<file path="src/rtl/mc10181_seq.sv">
// Nibble-serial 36-bit ALU sequencer driving one external mc10181 slice.
// The operation runs from nibble 8 (bits 32:35) to nibble 0 (bits 0:3), rippling the carry through a register.
module mc10181_seq (
   input  logic        clk,
   input  logic        reset_n,
   input  logic        start,
   input  logic        abort,
   input  logic [0:3]  op_s,
   input  logic        op_boole,
   input  logic        op_cin,
   input  logic [0:35] op_a,
   input  logic [0:35] op_b,
   output logic [0:3]  sl_s,
   output logic        sl_boole,
   output logic        sl_cin,
   output logic [0:3]  sl_a,
   output logic [0:3]  sl_b,
   input  logic [0:3]  sl_f,
   input  logic        sl_cout,
   input  logic        sl_cg,
   input  logic        sl_cp,
   output logic        busy,
   output logic        done,
   output logic [0:35] result,
   output logic        carry_out
);

   typedef enum logic [1:0] {IDLE, RUN, DONE} state_t;

   state_t      state_q, state_d;
   logic [3:0]  cnt_q, cnt_d;
   logic [0:3]  s_q, s_d;
   logic        boole_q, boole_d;
   logic [0:35] a_q, a_d;
   logic [0:35] b_q, b_d;
   logic [0:35] result_q, result_d;
   logic        carry_q, carry_d;
   logic        busy_q, busy_d;
   logic        done_q, done_d;

   // Group propagate/generate are not needed for a single ripple slice.
   logic unused_slice;
   assign unused_slice = sl_cg ^ sl_cp;

   always_comb begin
      state_d  = state_q;
      cnt_d    = cnt_q;
      s_d      = s_q;
      boole_d  = boole_q;
      a_d      = a_q;
      b_d      = b_q;
      result_d = result_q;
      carry_d  = carry_q;
      case (state_q)
         IDLE: begin
            // abort on the same edge as start drops the request
            if (start && !abort) begin
               s_d      = op_s;
               boole_d  = op_boole;
               a_d      = op_a;
               b_d      = op_b;
               carry_d  = op_cin;
               cnt_d    = 4'd8;
               result_d = '0;
               state_d  = RUN;
            end
         end
         RUN: begin
            if (abort) begin
               cnt_d   = 4'd8;
               state_d = IDLE;
            end else begin
               for (int n = 0; n < 9; n++)
                  if (cnt_q == 4'(n)) result_d[4*n +: 4] = sl_f;
               carry_d = sl_cout;
               if (cnt_q == 4'd0) begin
                  cnt_d   = 4'd8;
                  state_d = DONE;
               end else begin
                  cnt_d = cnt_q - 4'd1;
               end
            end
         end
         DONE:    state_d = IDLE;
         default: state_d = IDLE;
      endcase
      busy_d = (state_d == RUN);
      done_d = (state_d == DONE);
   end

   always_ff @(posedge clk or negedge reset_n) begin
      if (!reset_n) begin
         state_q  <= IDLE;
         cnt_q    <= 4'd8;
         s_q      <= '0;
         boole_q  <= 1'b0;
         a_q      <= '0;
         b_q      <= '0;
         result_q <= '0;
         carry_q  <= 1'b0;
         busy_q   <= 1'b0;
         done_q   <= 1'b0;
      end else begin
         state_q  <= state_d;
         cnt_q    <= cnt_d;
         s_q      <= s_d;
         boole_q  <= boole_d;
         a_q      <= a_d;
         b_q      <= b_d;
         result_q <= result_d;
         carry_q  <= carry_d;
         busy_q   <= busy_d;
         done_q   <= done_d;
      end
   end

   // Outside RUN the slice sees a quiet, fixed function.
   always_comb begin
      sl_s     = 4'b0000;
      sl_boole = 1'b1;
      sl_cin   = 1'b0;
      sl_a     = 4'b0000;
      sl_b     = 4'b0000;
      if (state_q == RUN) begin
         sl_s     = s_q;
         sl_boole = boole_q;
         sl_cin   = carry_q;
         for (int n = 0; n < 9; n++) begin
            if (cnt_q == 4'(n)) begin
               sl_a = a_q[4*n +: 4];
               sl_b = b_q[4*n +: 4];
            end
         end
      end
   end

   assign busy      = busy_q;
   assign done      = done_q;
   assign result    = result_q;
   assign carry_out = carry_q;

endmodule

</file>
<file path="config.mk">
export PLATFORM = sky130hd
export DESIGN_NAME = mc10181_seq
export DESIGN_NICKNAME = d
export VERILOG_FILES = /design/src/rtl/mc10181_seq.sv
export SDC_FILE = /design/constraint.sdc
export NUM_CORES = 1
export LEC_CHECK = 0
export BUFFER_PORTS_ARGS = -buffer_cell sky130_fd_sc_hd__buf_2
export CAP_MARGIN = 30
export CORE_ASPECT_RATIO = 0.5
export CORE_MARGIN = 2
export CORE_UTILIZATION = 40
export DETAILED_ROUTE_END_ITERATION = 8
export HOLD_SLACK_MARGIN = 0.02
export PLACE_DENSITY = 0.67
export SYNTH_ARGS = -nofsm -noshare
export SYNTH_HDL_FRONTEND = slang
export SYNTH_SLANG_ARGS = --single-unit
</file>
<file path="constraint.sdc">
create_clock -name clk -period 2.8 [get_ports clk]
set_input_delay 0.56 -clock clk [delete_from_list [all_inputs] [get_ports clk]]
set_output_delay 0.56 -clock clk [all_outputs]
set_load 0.05 [all_outputs]
</file>
==> results.toml <==
[status]
status = "finished clean"

[die]
fp.dieH_um = 87.6
rows = 30
die-area_sq_mm = 0.0150
io_pins = 142
core_area_sq_mm = 0.0136
dieWidth_um = 171
floorplan.initialDensity = 0.411

[sta]
max_freq_mhz = 366
setup_violations = 0
finClkSkew_ns = 0.00865
finalCriticalPeriod_ns = 2.73
worstMarginPinSlew_ns = 0.600
tns_ns = 0
whs_ns = 0.163
slew_headroom = 0.600
hold_viol_final = 0
drv_slew = 0
min_period_over_period = 0.975
setup_slack_ns = 0.0692

[min_path]
hp-class = "input pin to asynchronous set/reset pin"

[logic_synthesis]
yosys.area_share.xor_xnor = 0
synthDistinctLibCells = 41
seq_area_frac_synth = 0.547
synth_area_per_cell_sq_um = 13.1
synth.net_count = 514
synth_fa_ha_area_frac = 0
synth_simple_gate_area_frac = 0.0712
yosys_warnings = 0
syn-cell-area_sq_mm = 0.00559
synth_mux_area_frac = 0.218
ys_ff_latch = 122
synth_compound_area_frac = 0.121
synthesis.instances = 425
synth_top_family_by_area = "multiplexers"

[placement]
globalplace.congestion = 0.785
dp_slack_ns = 0.369
hpwl_mm = 9.14
place_inst = 740
port_buffers = 139

[cts]
htree_levels = 4
cts-root-buf = "clkbuf_16"
cts.path.max_buffers = 2
clock_latency_ns = 0.40
cts.sinks = 122
cts_tree = "built"
cts_made_buffers = 17
clk_pin_slew_ns = 0.05

[detailed_routing]
drt_iter0_markers = 108
firstDrtPassIters = 6
via_per_inst = 5.08
detail_route.wl_per_cell_um = 16.5
drc = 0
wl_met2_mm = 6.17
totalWireLength_mm = 12.8
met3_length_um = 508
drt-met1-wl_mm = 6.00
dr.max_layer_used = "met4"
ant_nets = 0
vias = 3945

[cells_and_area]
instances_no_fill = 777
mostFrequentLayoutCells = "131 x buf_2, 119 x dfrtp_1, 77 x mux2_2, 29 x o21ai_0, 23 x nand2_1"
syn2layout_area_growth_pct = 27.4
drive_gt1_frac = 0.491
final_common_cell = "buf_2"
nets = 660
nFillCells = 1210

[power_and_ir_drop]
p_leak_nw = 3.22
powerDensity_mw_per_mm2 = 989
p_total_mw = 7.04
peakVddDrop_mv = 0.367

[worst_setup_path]
crit_arrival_ns = 2.17
cp-start-kind = "flip-flop"
required_ns = 2.24
cp_max_fo = 9
end_kind = "primary output"
criticalPathCategory = "flip-flop to primary output"

[global_routing]
gr-total-overflow = 0
grt_pass1_wl_mm = 21.1
grt_usage = 0.183
antenna_found_initial = 1
grt_start_max_net_pins = 82
first_global_vias = 4038

[job]
maxCapViolations = 0
## path summary, 6_finish.rpt
path / start / to / slack, ns / cells after the start
worst max-delay path: cnt_q[1] / sl_b[1] / 0.07 / 6
worst min-delay path: reset_n / b_q[8] / 0.16 / 1
worst max register to register: state_q[0] / b_q[14] / 0.98 / 3
worst min register to register: result[13] / result[13] / 0.48 / 2
max in group asynchronous: reset_n / cnt_q[3] / 1.97 / 2
min in group clk: op_b[30] / b_q[30] / 0.39 / 2
## critical path, cell delays in order (launching register included)
cell and delay, ns:
dfrtp_2 0.48, or3_4 0.43, nor2_4 0.17, buf_4 0.15
a21oi_1 0.07, o21ai_1 0.20, clkbuf_4 0.27
## metrics by stage
stage	instance area, sq um	utilization
finish	7120	0.524
global route	7110	0.523
CTS	7050	0.519
detailed placement	6440	0.474
global placement	6440	0.474
floorplan	5590	-
## routing by layer
layer | vias up | global-route usage
li1 | 1887 | -
met1 | 1962 | 0.248
met2 | 83 | 0.297
met3 | 13 | 0.0429
met4 | 0 | 0.0586
met5 | - | 0
## state kept, by name (all words and copies together) (netlist names)
register and cells:
busy 1, a_q 36, b_q 36, done 1
carry_out 1, boole_q 1, result 36, cnt_q 4
s_q 4, state_q 2
## cells in the mapped netlist
cell,n,area [sq um]
a211oi_1,8,60.1
a21oi_1,18,90.1
a22o_1,21,184
a2bb2oi_1,1,8.76
a31oi_1,1,6.26
and2_1,5,31.3
and2b_1,2,15.0
and3_1,2,12.5
buf_1,1,3.75
buf_2,10,50.1
buf_4,4,30.0
buf_6,13,146
clkbuf_1,1,3.75
dfrtp_1,121,3030
dfstp_2,1,26.3
inv_1,2,7.51
mux2_2,77,867
mux2i_1,17,170
mux4_2,8,180
nand2_1,23,86.3
nand2b_1,10,62.6
nand3_1,1,5.00
nand4_1,1,6.26
nor2_1,11,41.3
nor2_4,1,11.3
nor3_2,1,10.0
nor3_4,1,16.3
nor4_2,1,12.5
nor4_4,1,21.3
nor4b_1,1,8.76
nor4b_2,2,30.0
nor4bb_1,1,10.0
o211ai_1,8,60.1
o21ai_0,31,155
o21ai_1,6,30.0
o21bai_1,3,22.5
o21bai_2,1,11.3
o221ai_1,4,35.0
o22ai_1,2,12.5
or2_1,1,6.26
or3_4,1,11.3
## layout make-up
type | instances | area (sq um) | area share
tap | 192 | 240 | 0.0338
clock inverter | 11 | 146 | 0.0206
clock buffer | 21 | 450 | 0.0633
multi-input combinational | 272 | 2310 | 0.325
inverter | 2 | 7.51 | 0.00106
sequential | 122 | 3060 | 0.430
antenna | 1 | 2.50 | 0.000352
timing repair buffer | 156 | 900 | 0.126
## report_power, final
| group | leakage, nW | internal, mW | switching [mW] |
|---|---|---|---|
| clock | 0.287 | 1.42 | 0.790 |
| combinational | 1.42 | 1.02 | 1.31 |
| sequential | 1.51 | 2.22 | 0.270 |
| total | 3.22 | 4.66 | 2.37 |
## cell families (layout without fill, tap and decap cells)
family          Yosys count  count (layout)
mux                     102             102
buf+inv                  31             190
compound gates          104             104
other cells               0               1
flops                   122             122
simple gates             66              66
## timing repair
action                     CTS  global route
hold buffers                 0             0
setup endpoints to repair    6             8
gates resized for setup      5            18
setup buffers                0             4
pin swaps                    0             1
gates cloned                 0             0
Power figures use the tool's default switching activity.
